## src/rtl/mem_stage_if.sv

```systemverilog
// Data-memory request/acknowledge bus between the memory stage (master) and data memory (slave).
interface mem_stage_if #(
    parameter int unsigned DATA_WIDTH = 16,
    parameter int unsigned ADDR_WIDTH = 8
);
    logic                  req;
    logic                  we;
    logic [ADDR_WIDTH-1:0] addr;
    logic [DATA_WIDTH-1:0] wdata;
    logic                  ack;
    logic [DATA_WIDTH-1:0] rdata;

    modport master (output req, we, addr, wdata, input ack, rdata);
    modport slave  (input req, we, addr, wdata, output ack, rdata);
endinterface

```

## src/rtl/mem_stage.sv

```systemverilog
// Pipeline memory stage: data-memory access FSM with stall, branch/jump resolution,
// M-stage forwarding value and the MEM/WB pipeline register.
module mem_stage #(
    parameter int unsigned DATA_WIDTH = 16,
    parameter int unsigned ADDR_WIDTH = 8,
    parameter int unsigned IMM8_WIDTH = 8,
    parameter int unsigned REG_WIDTH  = 4
) (
    input  logic                  clk,
    input  logic                  rst_n,
    input  logic [ADDR_WIDTH-1:0] PCM_i,
    input  logic [DATA_WIDTH-1:0] WriteDataM_i,
    input  logic [IMM8_WIDTH-1:0] imm8M_i,
    input  logic [REG_WIDTH-1:0]  WriteRegM_i,
    input  logic [DATA_WIDTH-1:0] alu_outM_i,
    input  logic                  RegWriteM_i,
    input  logic                  BranchM_i,
    input  logic                  MemReadM_i,
    input  logic                  MemWriteM_i,
    input  logic                  MemToRegM_i,
    input  logic                  MovM_i,
    input  logic                  jumpM_i,
    mem_stage_if.master           dmem,
    output logic                  stall_o,
    output logic                  pc_src_o,
    output logic [ADDR_WIDTH-1:0] pc_target_o,
    output logic [DATA_WIDTH-1:0] WBResultM_o,
    output logic [DATA_WIDTH-1:0] ReadDataW_o,
    output logic [DATA_WIDTH-1:0] alu_outW_o,
    output logic [REG_WIDTH-1:0]  WriteRegW_o,
    output logic                  RegWriteW_o,
    output logic                  MemToRegW_o
);

    typedef enum logic [1:0] {IDLE, BUSY, DONE} state_t;

    state_t                state;
    state_t                state_nxt;
    logic                  memop;
    logic                  taken;
    logic [ADDR_WIDTH-1:0] imm_sext;
    logic [DATA_WIDTH-1:0] rdata_q;

    assign memop = MemReadM_i | MemWriteM_i;

    always_ff @(posedge clk or negedge rst_n) begin
        if (!rst_n) state <= IDLE;
        else        state <= state_nxt;
    end

    always_comb begin
        state_nxt = state;
        stall_o   = 1'b0;
        unique case (state)
            IDLE: begin
                if (memop) begin
                    state_nxt = BUSY;
                    stall_o   = 1'b1;
                end
            end
            BUSY: begin
                stall_o = 1'b1;
                if (dmem.ack) state_nxt = DONE;
            end
            DONE:    state_nxt = IDLE;
            default: state_nxt = IDLE;
        endcase
    end

    // Request fields are launched from IDLE and frozen until ack; only req drops on ack.
    always_ff @(posedge clk or negedge rst_n) begin
        if (!rst_n) begin
            dmem.req   <= 1'b0;
            dmem.we    <= 1'b0;
            dmem.addr  <= '0;
            dmem.wdata <= '0;
            rdata_q    <= '0;
        end else if (state == IDLE && memop) begin
            dmem.req   <= 1'b1;
            dmem.we    <= MemWriteM_i;
            dmem.addr  <= alu_outM_i[ADDR_WIDTH-1:0];
            dmem.wdata <= WriteDataM_i;
        end else if (state == BUSY && dmem.ack) begin
            dmem.req   <= 1'b0;
            rdata_q    <= dmem.rdata;
        end
    end

    always_ff @(posedge clk or negedge rst_n) begin
        if (!rst_n) begin
            ReadDataW_o <= '0;
            alu_outW_o  <= '0;
            WriteRegW_o <= '0;
            RegWriteW_o <= 1'b0;
            MemToRegW_o <= 1'b0;
        end else if (!stall_o) begin
            ReadDataW_o <= rdata_q;
            alu_outW_o  <= alu_outM_i;
            WriteRegW_o <= WriteRegM_i;
            RegWriteW_o <= RegWriteM_i;
            MemToRegW_o <= MemToRegM_i;
        end else begin
            RegWriteW_o <= 1'b0;
            MemToRegW_o <= 1'b0;
        end
    end

    assign WBResultM_o = MovM_i ? DATA_WIDTH'(imm8M_i) : alu_outM_i;

    assign taken       = BranchM_i && (alu_outM_i == '0);
    assign pc_src_o    = taken | jumpM_i;
    assign imm_sext    = ADDR_WIDTH'(signed'(imm8M_i));
    assign pc_target_o = jumpM_i ? ADDR_WIDTH'(imm8M_i) : PCM_i + imm_sext;

endmodule

```

## src/flat_wrapper.sv

```systemverilog
// flat-port wrapper written by rule: the top's interface ports become plain ports
module mem_stage_flat 
#(
    parameter int unsigned DATA_WIDTH = 16,
    parameter int unsigned ADDR_WIDTH = 8,
    parameter int unsigned IMM8_WIDTH = 8,
    parameter int unsigned REG_WIDTH  = 4
)
  (clk, rst_n, PCM_i, WriteDataM_i, imm8M_i, WriteRegM_i, alu_outM_i, RegWriteM_i, BranchM_i, MemReadM_i, MemWriteM_i, MemToRegM_i, MovM_i, jumpM_i, stall_o, pc_src_o, pc_target_o, WBResultM_o, ReadDataW_o, alu_outW_o, WriteRegW_o, RegWriteW_o, MemToRegW_o, dmem_req, dmem_we, dmem_addr, dmem_wdata, dmem_ack, dmem_rdata);
  mem_stage_if #(.DATA_WIDTH(DATA_WIDTH), .ADDR_WIDTH(ADDR_WIDTH)) dmem_i ();
  input  logic clk;
  input  logic rst_n;
  input  logic [ADDR_WIDTH-1:0] PCM_i;
  input  logic [DATA_WIDTH-1:0] WriteDataM_i;
  input  logic [IMM8_WIDTH-1:0] imm8M_i;
  input  logic [REG_WIDTH-1:0] WriteRegM_i;
  input  logic [DATA_WIDTH-1:0] alu_outM_i;
  input  logic RegWriteM_i;
  input  logic BranchM_i;
  input  logic MemReadM_i;
  input  logic MemWriteM_i;
  input  logic MemToRegM_i;
  input  logic MovM_i;
  input  logic jumpM_i;
  output logic stall_o;
  output logic pc_src_o;
  output logic [ADDR_WIDTH-1:0] pc_target_o;
  output logic [DATA_WIDTH-1:0] WBResultM_o;
  output logic [DATA_WIDTH-1:0] ReadDataW_o;
  output logic [DATA_WIDTH-1:0] alu_outW_o;
  output logic [REG_WIDTH-1:0] WriteRegW_o;
  output logic RegWriteW_o;
  output logic MemToRegW_o;
  output wire logic [$bits(dmem_i.req)-1:0] dmem_req;
  output wire logic [$bits(dmem_i.we)-1:0] dmem_we;
  output wire logic [$bits(dmem_i.addr)-1:0] dmem_addr;
  output wire logic [$bits(dmem_i.wdata)-1:0] dmem_wdata;
  input wire logic [$bits(dmem_i.ack)-1:0] dmem_ack;
  input wire logic [$bits(dmem_i.rdata)-1:0] dmem_rdata;
  assign dmem_req = dmem_i.req;
  assign dmem_we = dmem_i.we;
  assign dmem_addr = dmem_i.addr;
  assign dmem_wdata = dmem_i.wdata;
  assign dmem_i.ack = dmem_ack;
  assign dmem_i.rdata = dmem_rdata;
  mem_stage #(.DATA_WIDTH(DATA_WIDTH), .ADDR_WIDTH(ADDR_WIDTH), .IMM8_WIDTH(IMM8_WIDTH), .REG_WIDTH(REG_WIDTH)) u_core (.clk(clk), .rst_n(rst_n), .PCM_i(PCM_i), .WriteDataM_i(WriteDataM_i), .imm8M_i(imm8M_i), .WriteRegM_i(WriteRegM_i), .alu_outM_i(alu_outM_i), .RegWriteM_i(RegWriteM_i), .BranchM_i(BranchM_i), .MemReadM_i(MemReadM_i), .MemWriteM_i(MemWriteM_i), .MemToRegM_i(MemToRegM_i), .MovM_i(MovM_i), .jumpM_i(jumpM_i), .dmem(dmem_i), .stall_o(stall_o), .pc_src_o(pc_src_o), .pc_target_o(pc_target_o), .WBResultM_o(WBResultM_o), .ReadDataW_o(ReadDataW_o), .alu_outW_o(alu_outW_o), .WriteRegW_o(WriteRegW_o), .RegWriteW_o(RegWriteW_o), .MemToRegW_o(MemToRegW_o));
endmodule
```

## config.mk

```make
export PLATFORM = sky130hd
export DESIGN_NAME = mem_stage_flat
export DESIGN_NICKNAME = d
export VERILOG_FILES = /design/src/rtl/mem_stage_if.sv /design/src/rtl/mem_stage.sv /design/src/flat_wrapper.sv
export SDC_FILE = /design/constraint.sdc
export NUM_CORES = 1
export LEC_CHECK = 0
export BUFFER_PORTS_ARGS = -buffer_cell sky130_fd_sc_hd__buf_2
export CORE_AREA = 2 2 94 96
export CTS_CLUSTER_DIAMETER = 40
export DETAILED_ROUTE_END_ITERATION = 6
export DIE_AREA = 0 0 96 98
export GPL_TIMING_DRIVEN = 0
export HOLD_SLACK_MARGIN = 0.05
export PLACE_DENSITY_LB_ADDON = 0.3
export SKIP_CTS_REPAIR_TIMING = 1
export SYNTH_ARGS = -nofsm -noshare
export SYNTH_HDL_FRONTEND = slang
export SYNTH_SLANG_ARGS = --single-unit
```

## constraint.sdc

```tcl
create_clock -name clk -period 1.9 [get_ports clk]
set_input_delay 0 -clock clk [delete_from_list [all_inputs] [get_ports clk]]
set_output_delay 0 -clock clk [all_outputs]
set_load 0.01 [all_outputs]
```

## Yosys cells after proc, flatten, opt, wreduce, memory -nomap -nowiden

Cells that the tools add are included.

| word-level totals | value |
|---|---|
| logic and storage cells | 37 |
| output and inout bits | 90 |
| register bits | 82 |

| cells by class | value |
|---|---|
| reductions and logical operators | 8 |
| mux-type cells | 11 |
| equal/unequal tests | 3 |
| $add $sub $neg | 1 |
| bitwise operators | 3 |

Operators with widths:

| operator | count |
|---|---|
| 16-bit logical NOT | 1 |
| 16-bit two-way mux | 1 |
| 8-bit adder | 1 |
| 8-bit two-way mux | 1 |
| 1-bit two-way mux | 5 |
| 2-bit two-way mux | 2 |
| 2-bit one-hot mux with 2 select lines | 1 |
| 2-bit AND reduction | 2 |
| 1-bit logical AND | 3 |
| 2-bit by 1-bit equality test with 1-bit output (second input constant) | 1 |
| 2-bit logical NOT | 1 |
| 2-bit by 1-bit != test with 1-bit output (second input constant) | 1 |
| 2-bit != test (second input constant) | 1 |
| 1-bit bitwise OR | 2 |
| 1-bit one-hot mux with 2 select lines | 1 |
| 2-bit nonzero test | 1 |
| 1-bit inverter | 1 |

## Depth between registers and ports, before layout

Gate-level depths: netlist (run 1).

| depth | value |
|---|---|
| depth after elaboration | 4 |
| depth in mapped cells | 8 |
| gate-level depth less buffers | 8 |

## Worst setup path after synthesis (run 1)

Ideal clock, no wire load.

| timing | value |
|---|---|
| kind | input to output |
| start | in PCM_i[0] |
| end | out pc_target_o[6] |
| setup slack | 401 ps |
| data arrival time | 1,499 ps |
| path buffers | 0 |
| required time | 1,900 ps |
| stages | 8 |
| path through | ha_1 -> inv_1 -> fa_1 -> nor2b_4 -> o31a_1 -> o21a_1 -> o21a_1 -> o31ai_1 |

| between the ends | value |
|---|---|
| cells in the longest elaborated chain, start to end | 2 |

RTL lines:

| element | RTL line | text |
|---|---|---|
| from (decl) | flat_wrapper.sv:13 | `input logic [ADDR_WIDTH-1:0] PCM_i;` |
| 8-bit adder | mem_stage.sv:113 | `assign pc_target_o = jumpM_i ? ADDR_WIDTH'(imm8M_i) : PCM_i + imm_sext;` |
| 8-bit two-way mux | mem_stage.sv:113 |  |
| to (decl) | flat_wrapper.sv:27 | `output logic [ADDR_WIDTH-1:0] pc_target_o;` |

No other way between the ends.

## Worst setup path in the final report (run 1)

| timing | value |
|---|---|
| start | in alu_outM_i[4] |
| end | out pc_src_o |

| between the ends | value |
|---|---|
| cells in the longest elaborated chain, start to end | 3 |

RTL lines:

| element | RTL line | text |
|---|---|---|
| from (decl) | flat_wrapper.sv:17 | `input logic [DATA_WIDTH-1:0] alu_outM_i;` |
| 16-bit logical NOT | mem_stage.sv:110 | `assign taken = BranchM_i && (alu_outM_i == '0);` |
| 1-bit logical AND | mem_stage.sv:110 |  |
| 1-bit bitwise OR | mem_stage.sv:111 | `assign pc_src_o = taken \| jumpM_i;` |
| to (decl) | flat_wrapper.sv:26 | `output logic pc_src_o;` |

No other way between the ends.

==> results of run 1 <==
## power groups by stage
stage / combinational [uW] / sequential (uW) / clock, uW
floorplan: 1400 / 3320 / 0
detailed placement: 2910 / 3010 / 0
global placement: 2850 / 2970 / 0
finish: 2980 / 2980 / 1330
global route: 3270 / 3100 / 1450
CTS: 2930 / 2980 / 1360
## cell usage in the layout (no fill, tap or decap), types with 3 or more instances in the layout
cell type and count:
o21a_1 3, dlygate4sd3_1 57, o21ai_0 6, mux2_2 69
clkbuf_1 4, a21oi_1 3, nor2b_1 10, nand2_1 59
nor2_1 7, ha_1 7, dfrtp_1 82, buf_2 171
inv_1 4, clkbuf_8 10
## per-stage QoR
step                util, %  setup slack (ns)  TNS [ns]  hold WS (ns)
CTS                    57.3             0.134         0        -0.385
floorplan                 -             0.401         0        -0.296
global placement       54.5             0.187         0         0.190
detailed placement     54.8             0.142         0      0.000571
finish                 64.1            0.0140         0         0.155
global route           64.1           -0.0551   -0.0551         0.195
## logic make-up (layout without fill, tap and decap cells)
kind of cell	after synthesis	count (layout)	share of synthesized area, %
adder cells (fa/ha/maj)	8	8	2.95
flip-flops	82	82	56.2
AO/OA/AOI/OAI	27	27	5.41
XOR/XNOR	3	3	0.720
buffers and inverters	17	256	2.09
AND/OR/NAND/NOR	89	89	11.1
multiplexers	70	70	21.5
## worst reg2reg max path, cell delays in order, from the launching register on
cell	delay (ns)
dfrtp_1	0.39
nor3_1	0.07
nor2_1	0.15
buf_2	0.29
buf_4	0.24
mux2_2	0.36
## cell type report
class | count | area (sq um) | share of cell area, %
well taps | 108 | 135 | 2.49
clock buffers | 10 | 138 | 2.54
clock inverters | 6 | 72.6 | 1.34
repair buffers | 223 | 1430 | 26.3
plain buffers | 12 | 57.6 | 1.06
flip-flops and latches | 82 | 2050 | 37.8
multi-input cells | 197 | 1520 | 28.1
inverters | 5 | 18.8 | 0.346
## registers in the layout, indices dropped and copies added (netlist names)
signal / flops
u_core.ReadDataW_o: 16
u_core.alu_outW_o: 16
u_core.dmem.wdata: 16
u_core.rdata_q: 16
u_core.dmem.addr: 8
u_core.WriteRegW_o: 4
u_core.state: 2
u_core.MemToRegW_o: 1
u_core.RegWriteW_o: 1
u_core.dmem.req: 1
u_core.dmem.we: 1
## how the worst max path moves through the flow
stage,start,end,cells after the start
3_3_place_gp,PCM_i[0],pc_target_o[6],10
5_1_grt,alu_outM_i[4],pc_src_o,6
4_1_cts,PCM_i[0],pc_target_o[6],10
2_1_floorplan,PCM_i[0],pc_target_o[6],8
6_report,alu_outM_i[4],pc_src_o,6
3_5_place_dp,PCM_i[0],pc_target_o[6],10
## routing by layer
metal,share of wire [%],wire (um),global-route usage [%]
met1,40,3800,23.7
met2,53,5030,32.7
met3,6.7,645,5.17
met4,0.91,87,4.95
met5,0,0,0
==> impl_metrics.csv, run 1 <==
group,metric,value,unit
worst_setup_path,cpMaxStageDelayCell,"dlygate4sd3_1",
timing,period_share,99.3,%
yosys,synth_area_per_cell,12.3,sq um
finish,nFillCells,653,
worst_setup_path,regToRegEndpoint,"u_core.alu_outW_o[5]$_DFFE_PN0N_",
route,route.detailed.drc,0,
route,wl,9.56,mm
yosys,postSynth.asyncResetShare,100,%
finish,fraction_of_final_layout_cells_sized_beyond_drive_strength_1,49.2,%
timing,final_max_slew_viol_count,0,
route,routed_vias,3092,
worst_setup_path,path_cells,"dlygate4sd3_1, buf_2, nor4_1, nand4_1, o41ai_1, buf_2",
placement,dpl-instance-area,4640,sq um
route,post_drt_via_cell_ratio,4.81,
placement,placed_cells_incl_taps,570,
die,floorplan.rows,34,
power_and_ir_drop,switching_fraction,34.4,%
power_and_ir_drop,combinationalPowerShare,40.9,%
die,floorplan.initialDensity,43.1,%
clock_network,tritoncts_num_sinks,82,
die,design.core.area,8470,sq um
yosys,net_count_synth,382,
timing,max_slew.worst_pin.slew,0.513,ns
yosys,synth_top_cells_by_count,"dfrtp_1 (82), mux2_2 (69), nand2_1 (59)",
finish,final_cells,643,
worst_setup_path,cp_num_buf_inv,3,
worst_setup_path,worst_reg_to_reg_path_cell_count,5,
die,fp.dieW,96,um
worst_setup_path,endpoint_kind,"primary output",
global_routing,antenna_found_initial,0,
timing,layout_min_cycle_time,1.89,ns
placement,finalWeightedCongestion,0.703,
power_and_ir_drop,power.static_leakage,0.00272,uW
global_routing,number_of_global_route_vias_before_repair,2841,
power_and_ir_drop,share_clk_of_total_power,18.2,%
worst_setup_path,reg2reg_setup_slack,0.29,ns
status,outcome,"complete, no violations",
clock_network,tritoncts,"built",
clock_network,numCtsBuffers,9,
worst_setup_path,path_class,"input port to primary output",
global_routing,grt_use_total,19.1,%
clock_network,clock_pin_slew_worst_setup_and_hold_paths,0.09,ns
route,avgRoutedWirePerCell,14.9,um
power_and_ir_drop,seqPwrFrac,40.9,%
power_and_ir_drop,ir_worst_vdd,955,uV
timing,slew-limit-headroom,65.5,%
placement,dp_hpwl,6.57,mm
yosys,synth_seq_area_share,56.2,%
die,die_area,9410,sq um
route,number_of_detailed_routing_iterations_run_before_antenna_repair,4,
finish,layout-area-overhead-vs-synth,48.5,%
timing,fin_worst_skew,0.00891,ns
yosys,ys_top_cells_by_area,"dfrtp_1 (56%), mux2_2 (21%), nand2_1 (6.1%)",
yosys,synth_edf_count,0,
yosys,postSynthCellCount,296,
worst_setup_path,critical_path.startpoint_type,"input port",
timing,report.final.hold_viol_count,0,
finish,nNetsFinal,616,
die,boundaryPins,168,
worst_setup_path,worstPathRequired,1.90,ns
worst_setup_path,family_with_the_most_delay_on_the_worst_path,"buffers and inverters",
worst_setup_path,worstPathMaxFanout,4,
placement,port_buffers,165,
finish,fin_area,5420,sq um
yosys,synth_top_area_share,56.2,%
global_routing,grt_overflow_total,0,
timing,achievable-frequency,530,MHz
die,die_height,98,um
yosys,ys_warn_count,0,
hold_path,holdCritPathClass,"input port to asynchronous set/reset pin",
power_and_ir_drop,total_switching_power,2510,uW
finish,n_antenna_cell,0,
worst_setup_path,critical_path.max_stage_delay,0.53,ns
worst_setup_path,arrival,1.89,ns
timing,setup_viol,0,
power_and_ir_drop,intPower,4780,uW
worst_setup_path,cp_common_cell,"buf_2",
yosys,ys_types,38,
global_routing,grt_pass1_wl,13.8,mm
yosys,ys_ff_latch,82,
clock_network,cts_max_path_buffers,2,
yosys,synth_area_leader_cell,"dfrtp_1",
power_and_ir_drop,power.density_cell_area,1340,nW/um^2
route,ant_nets,0,
global_routing,maximum_number_of_pins_on_one_net_before_global_route_repair,48,
clock_network,clk_root_buffer_cell,"clkbuf_8",
job,max_cap_viol_count,0,
power_and_ir_drop,fin_total_pwr,7290,uW
worst_setup_path,r2r_start,"u_core.state[0]$_DFFE_PN0P_",
clock_network,cts-htree-levels,3,
yosys,synthMostInstantiatedCell,"dfrtp_1",
yosys,mappedNetlistArea,3650,sq um
yosys,synth_top_flop_cell,"dfrtp_1",
clock_network,clock_latency,0.35,ns
route,detail_route.iter0.violations,75,
No activity file was read; power rests on OpenSTA's default activity.
==> run 2, diff against run 1 <==
Settings changed: CORE_AREA 2 2 94 96 to 2 2 99 101, DIE_AREA 0 0 96 98 to 0 0 101 103.
==> impl_metrics.csv, run 2 (synthesis results as in run 1) <==
group,metric,value,unit
finish,mostFrequentLayoutCells,"buf_2 (171), dfrtp_1 (82), mux2_2 (69)",
worst_setup_path,worstPathMaxFanout,3,
placement,pre_cts_ws,0.205,ns
finish,nFillCells,816,
worst_setup_path,critical_path.startpoint_type,"input port",
timing,achievable-frequency,579,MHz
route,wl,9.72,mm
finish,layout-area-overhead-vs-synth,48.1,%
global_routing,grt_overflow_total,0,
timing,final_max_slew_viol_count,0,
placement,port_buffers,165,
power_and_ir_drop,ir_worst_vdd,824,uV
die,floorplan.rows,36,
job,max_cap_viol_count,0,
power_and_ir_drop,fin_total_pwr,7220,uW
placement,finalWeightedCongestion,0.875,
clock_network,cts_max_path_buffers,2,
die,floorplan.initialDensity,38.6,%
worst_setup_path,worstPathRequired,1.90,ns
die,fp.dieW,101,um
timing,period_share,90.9,%
worst_setup_path,setup.worst_path.start,"PCM_i[0]",
power_and_ir_drop,share_clk_of_total_power,17.1,%
route,routed_vias,3103,
worst_setup_path,regToRegEndpoint,"u_core.alu_outW_o[2]$_DFFE_PN0N_",
clock_network,clk_root_buffer_cell,"clkbuf_8",
route,ant_nets,0,
worst_setup_path,cp-endpoint,"pc_target_o[6]",
worst_setup_path,cp_num_buf_inv,3,
worst_setup_path,endpoint_kind,"primary output",
finish,n_antenna_cell,0,
die,design.core.area,9460,sq um
worst_setup_path,cpMaxStageDelayCell,"o31a_1",
clock_network,numCtsBuffers,9,
global_routing,grt_pass1_wl,13.2,mm
clock_network,tritoncts_num_sinks,82,
worst_setup_path,arrival,1.73,ns
worst_setup_path,critical_path.max_stage_delay,0.27,ns
worst_setup_path,path_cells,"buf_2, ha_1, inv_1, fa_1, nor2b_4, o31a_1, o21a_1, o21a_1, o31ai_1, buf_2",
clock_network,tritoncts,"built",
clock_network,clock_latency,0.34,ns
route,route.detailed.drc,0,
placement,dp_hpwl,6.81,mm
die,die_height,103,um
die,die_area,10400,sq um
power_and_ir_drop,combinationalPowerShare,41.4,%
finish,layout.cells.most_common,"buf_2",
global_routing,maximum_number_of_pins_on_one_net_before_global_route_repair,45,
timing,slew-limit-headroom,65.3,%
timing,setup_viol,0,
power_and_ir_drop,switching_fraction,34.5,%
timing,fin_worst_skew,0.00720,ns
power_and_ir_drop,total_switching_power,2490,uW
timing,layout_min_cycle_time,1.73,ns
power_and_ir_drop,seqPwrFrac,41.5,%
route,detail_route.iter0.violations,61,
route,avgRoutedWirePerCell,15.0,um
route,number_of_detailed_routing_iterations_run_before_antenna_repair,4,
finish,fraction_of_final_layout_cells_sized_beyond_drive_strength_1,49.0,%
die,boundaryPins,168,
worst_setup_path,worst_reg_to_reg_path_cell_count,5,
global_routing,grt_use_total,16.6,%
timing,rsz0062_at_grt,"no",
timing,timing.final.ws_setup,0.173,ns
global_routing,antenna_found_initial,0,
timing,report.final.hold_viol_count,0,
finish,nNetsFinal,616,
power_and_ir_drop,intPower,4730,uW
worst_setup_path,path_class,"input port to primary output",
clock_network,clock_pin_slew_worst_setup_and_hold_paths,0.08,ns
hold_path,holdCritPathClass,"input port to asynchronous set/reset pin",
timing,max_slew.worst_pin.slew,0.520,ns
power_and_ir_drop,power.static_leakage,0.00270,uW
global_routing,number_of_global_route_vias_before_repair,2690,
worst_setup_path,reg2reg_setup_slack,0.25,ns
status,outcome,"complete, no violations",
worst_setup_path,family_with_the_most_delay_on_the_worst_path,"compound AO/OA/AOI/OAI gates",
power_and_ir_drop,power.density_cell_area,1330,nW/um^2
clock_network,cts-htree-levels,3,
worst_setup_path,cp_num_cells,10,
route,post_drt_via_cell_ratio,4.78,
timing,setup-tns-final,0,ns
worst_setup_path,r2r_start,"u_core.state[0]$_DFFE_PN0P_",
[run 2: cell count changes in the layout (fill, tap and decap cells not counted), sizes merged]
cell / delta
clkinv: -1
clkinvlp: +2
inv: -1
[run 2: through the flow]
stage	cells	instance area (sq um)	hold slack [ns]	util [%]
after floorplan	296	3650	-0.296	-
after global placement	575	4620	0.191	48.8
after detailed placement	576	4640	0.0160	49.1
after CTS	592	4840	-0.371	51.1
after global routing	649	5410	0.173	57.2
final	649	5410	0.162	57.2
[run 2: metal layers]
| metal | GRT usage (%) | up-vias | part of all wire [%] |
|---|---|---|---|
| met5 | 0 | - | 0 |
| met4 | 5.61 | 0 | 1.5 |
| met3 | 4.81 | 14 | 5.9 |
| met2 | 29.1 | 107 | 53 |
| met1 | 19.8 | 1492 | 40 |
| li1 | - | 1490 | - |
[run 2: power by group through the flow]
stage / Sequential (uW) / Combinational (uW) / Clock, uW
6_report: 2990 / 2990 / 1230
3_5_place_dp: 3020 / 2930 / 0
5_1_grt: 3100 / 3260 / 1360
2_1_floorplan: 3320 / 1400 / 0
3_3_place_gp: 2970 / 2850 / 0
4_1_cts: 2990 / 2930 / 1280
[run 2: worst min-delay path by stage]
stage / slack (ns) / endpoint / start / cells past startpoint
finish: 0.16 / u_core.dmem.wdata[7]$_DFFE_PN0P_ / rst_n / 2
global placement: 0.19 / u_core.rdata_q[7]$_DFFE_PN0P_ / dmem_rdata[7] / 3
global route: 0.17 / u_core.dmem.wdata[11]$_DFFE_PN0P_ / MemReadM_i / 3
floorplan: -0.30 / u_core.MemToRegW_o$_DFF_PN0_ / rst_n / 0
detailed placement: 0.02 / u_core.dmem.wdata[7]$_DFFE_PN0P_ / rst_n / 1
CTS: -0.37 / u_core.dmem.wdata[7]$_DFFE_PN0P_ / rst_n / 1
[run 2: worst reg2reg max path: stages, from the launching register on]
cell and delay [ns]:
dfrtp_1 0.40, nor3_1 0.08, nor2_1 0.17, buf_2 0.29, buf_4 0.25, mux2_2 0.36
[run 2: cell type report]
cell class                 instances  area [sq um]  share of cell area [%]
timing repair buffer             223          1420                    26.2
buffer                            12          57.6                    1.06
tap                              114           143                    2.64
clock inverter                     6          66.3                    1.23
sequential                        82          2050                    37.9
multi-input combinational        197          1520                    28.2
inverter                           5          18.8                   0.347
clock buffer                      10           128                    2.36
==> run 3, diff against run 2 <==
Clock period 1.9 ns to 2.11 ns, I/O delays scaled along.
==> impl_metrics.csv, run 3 (synthesis results as in run 1) <==
group,metric,value,unit
clock_network,clock_pin_slew_worst_setup_and_hold_paths,0.08,ns
finish,layout-area-overhead-vs-synth,48.1,%
timing,report.final.hold_viol_count,0,
route,post_drt_via_cell_ratio,4.79,
finish,finalCoreUtilization,57.2,%
power_and_ir_drop,power.static_leakage,0.00270,uW
timing,holdWs,0.161,ns
timing,setup_viol,0,
global_routing,grt_overflow_total,0,
status,outcome,"complete, no violations",
clock_network,cts_max_path_buffers,2,
finish,layout.cells.most_common,"buf_2",
hold_path,holdCritPathClass,"input port to asynchronous set/reset pin",
clock_network,tritoncts,"built",
job,max_cap_viol_count,0,
die,floorplan.initialDensity,38.6,%
worst_setup_path,worstPathMaxFanout,4,
timing,period_share,85.9,%
worst_setup_path,worstPathRequired,2.11,ns
placement,dpl-instance-area,4640,sq um
clock_network,cts-htree-levels,3,
finish,fin_area,5410,sq um
route,routed_vias,3109,
route,wl,9.74,mm
route,avgRoutedWirePerCell,15.0,um
global_routing,antenna_found_initial,0,
route,route.detailed.drc,0,
timing,fin_worst_skew,0.00721,ns
timing,rsz0062_at_grt,"no",
worst_setup_path,critical_path.startpoint_type,"input port",
finish,nNetsFinal,616,
route,ant_nets,0,
clock_network,clk_root_buffer_cell,"clkbuf_8",
finish,nFillCells,814,
finish,fraction_of_final_layout_cells_sized_beyond_drive_strength_1,49.0,%
die,fp.dieW,101,um
placement,port_buffers,165,
global_routing,maximum_number_of_pins_on_one_net_before_global_route_repair,45,
clock_network,clock_latency,0.34,ns
clock_network,numCtsBuffers,9,
timing,max_slew.worst_pin.slew,0.519,ns
power_and_ir_drop,ir_worst_vdd,741,uV
global_routing,number_of_global_route_vias_before_repair,2690,
worst_setup_path,arrival,1.81,ns
clock_network,tritoncts_num_sinks,82,
die,die_area,10400,sq um
placement,dp_hpwl,6.81,mm
timing,slew-limit-headroom,65.4,%
finish,mostFrequentLayoutCells,"buf_2 (171), dfrtp_1 (82), mux2_2 (69)",
timing,layout_min_cycle_time,1.81,ns
route,detail_route.iter0.violations,64,
die,floorplan.rows,36,
power_and_ir_drop,power.density_cell_area,1200,nW/um^2
die,die_height,103,um
timing,final_max_slew_viol_count,0,
power_and_ir_drop,fin_total_pwr,6500,uW
global_routing,grt_pass1_wl,13.2,mm
global_routing,grt_use_total,16.6,%
die,boundaryPins,168,
finish,n_antenna_cell,0,
worst_setup_path,path_class,"input port to primary output",
route,number_of_detailed_routing_iterations_run_before_antenna_repair,4,
placement,finalWeightedCongestion,0.875,
timing,setup-tns-final,0,ns
timing,achievable-frequency,552,MHz
die,design.core.area,9460,sq um
worst_setup_path,endpoint_kind,"primary output",
==> run 3: critical path, cell delays in order <==
cell and delay (ns):
dlygate4sd3_1 0.53, buf_2 0.15, nor4_1 0.48, nand4_1 0.19
o41ai_1 0.27, buf_2 0.19
==> run 3: path summary, 6_finish.rpt <==
kind | from | to | slack, ns | cells past startpoint
min | rst_n | u_core.dmem.wdata[7]$_DFFE_PN0P_ | 0.16 | 2
max reg2reg | u_core.state[0]$_DFFE_PN0P_ | u_core.alu_outW_o[2]$_DFFE_PN0N_ | 0.47 | 5
max in group asynchronous | rst_n | u_core.ReadDataW_o[11]$_DFFE_PN0N_ | 1.33 | 3
min reg2reg | u_core.rdata_q[15]$_DFFE_PN0P_ | u_core.rdata_q[15]$_DFFE_PN0P_ | 0.48 | 2
max | alu_outM_i[5] | pc_src_o | 0.30 | 6
min in group clk | MemReadM_i | u_core.dmem.wdata[11]$_DFFE_PN0P_ | 0.18 | 3
==> run 3: stage by stage <==
step | setup slack, ns | instances
3_5_place_dp | 0.415 | 576
3_3_place_gp | 0.400 | 575
2_1_floorplan | 0.611 | 296
4_1_cts | 0.379 | 592
6_report | 0.297 | 649
5_1_grt | 0.164 | 649
==> run 3: metal layers <==
layer  wire [um]  track usage [%]  vias up  part of all wire, %
met5           0                0        -                    0
met4         168             5.61        0                  1.7
met3         577             4.81       15                  5.9
met2        5120             29.1      109                   53
met1        3870             19.8     1497                   40
li1            -                -     1488                    -
==> run 3: cell type report <==
cell class	count	area (sq um)	area share, %
Sequential cell	82	2050	37.9
Multi-Input combinational cell	197	1520	28.2
Timing Repair Buffer	223	1420	26.2
Tap cell	114	143	2.64
Clock buffer	10	128	2.36
Clock inverter	6	66.3	1.23
Buffer	12	57.6	1.06
Inverter	5	18.8	0.347
==> run 3: power by group <==
group / switching, uW / total (uW) / internal (uW)
Clock: 564 / 1110 / 549
Combinational: 1320 / 2690 / 1370
Sequential: 360 / 2700 / 2340
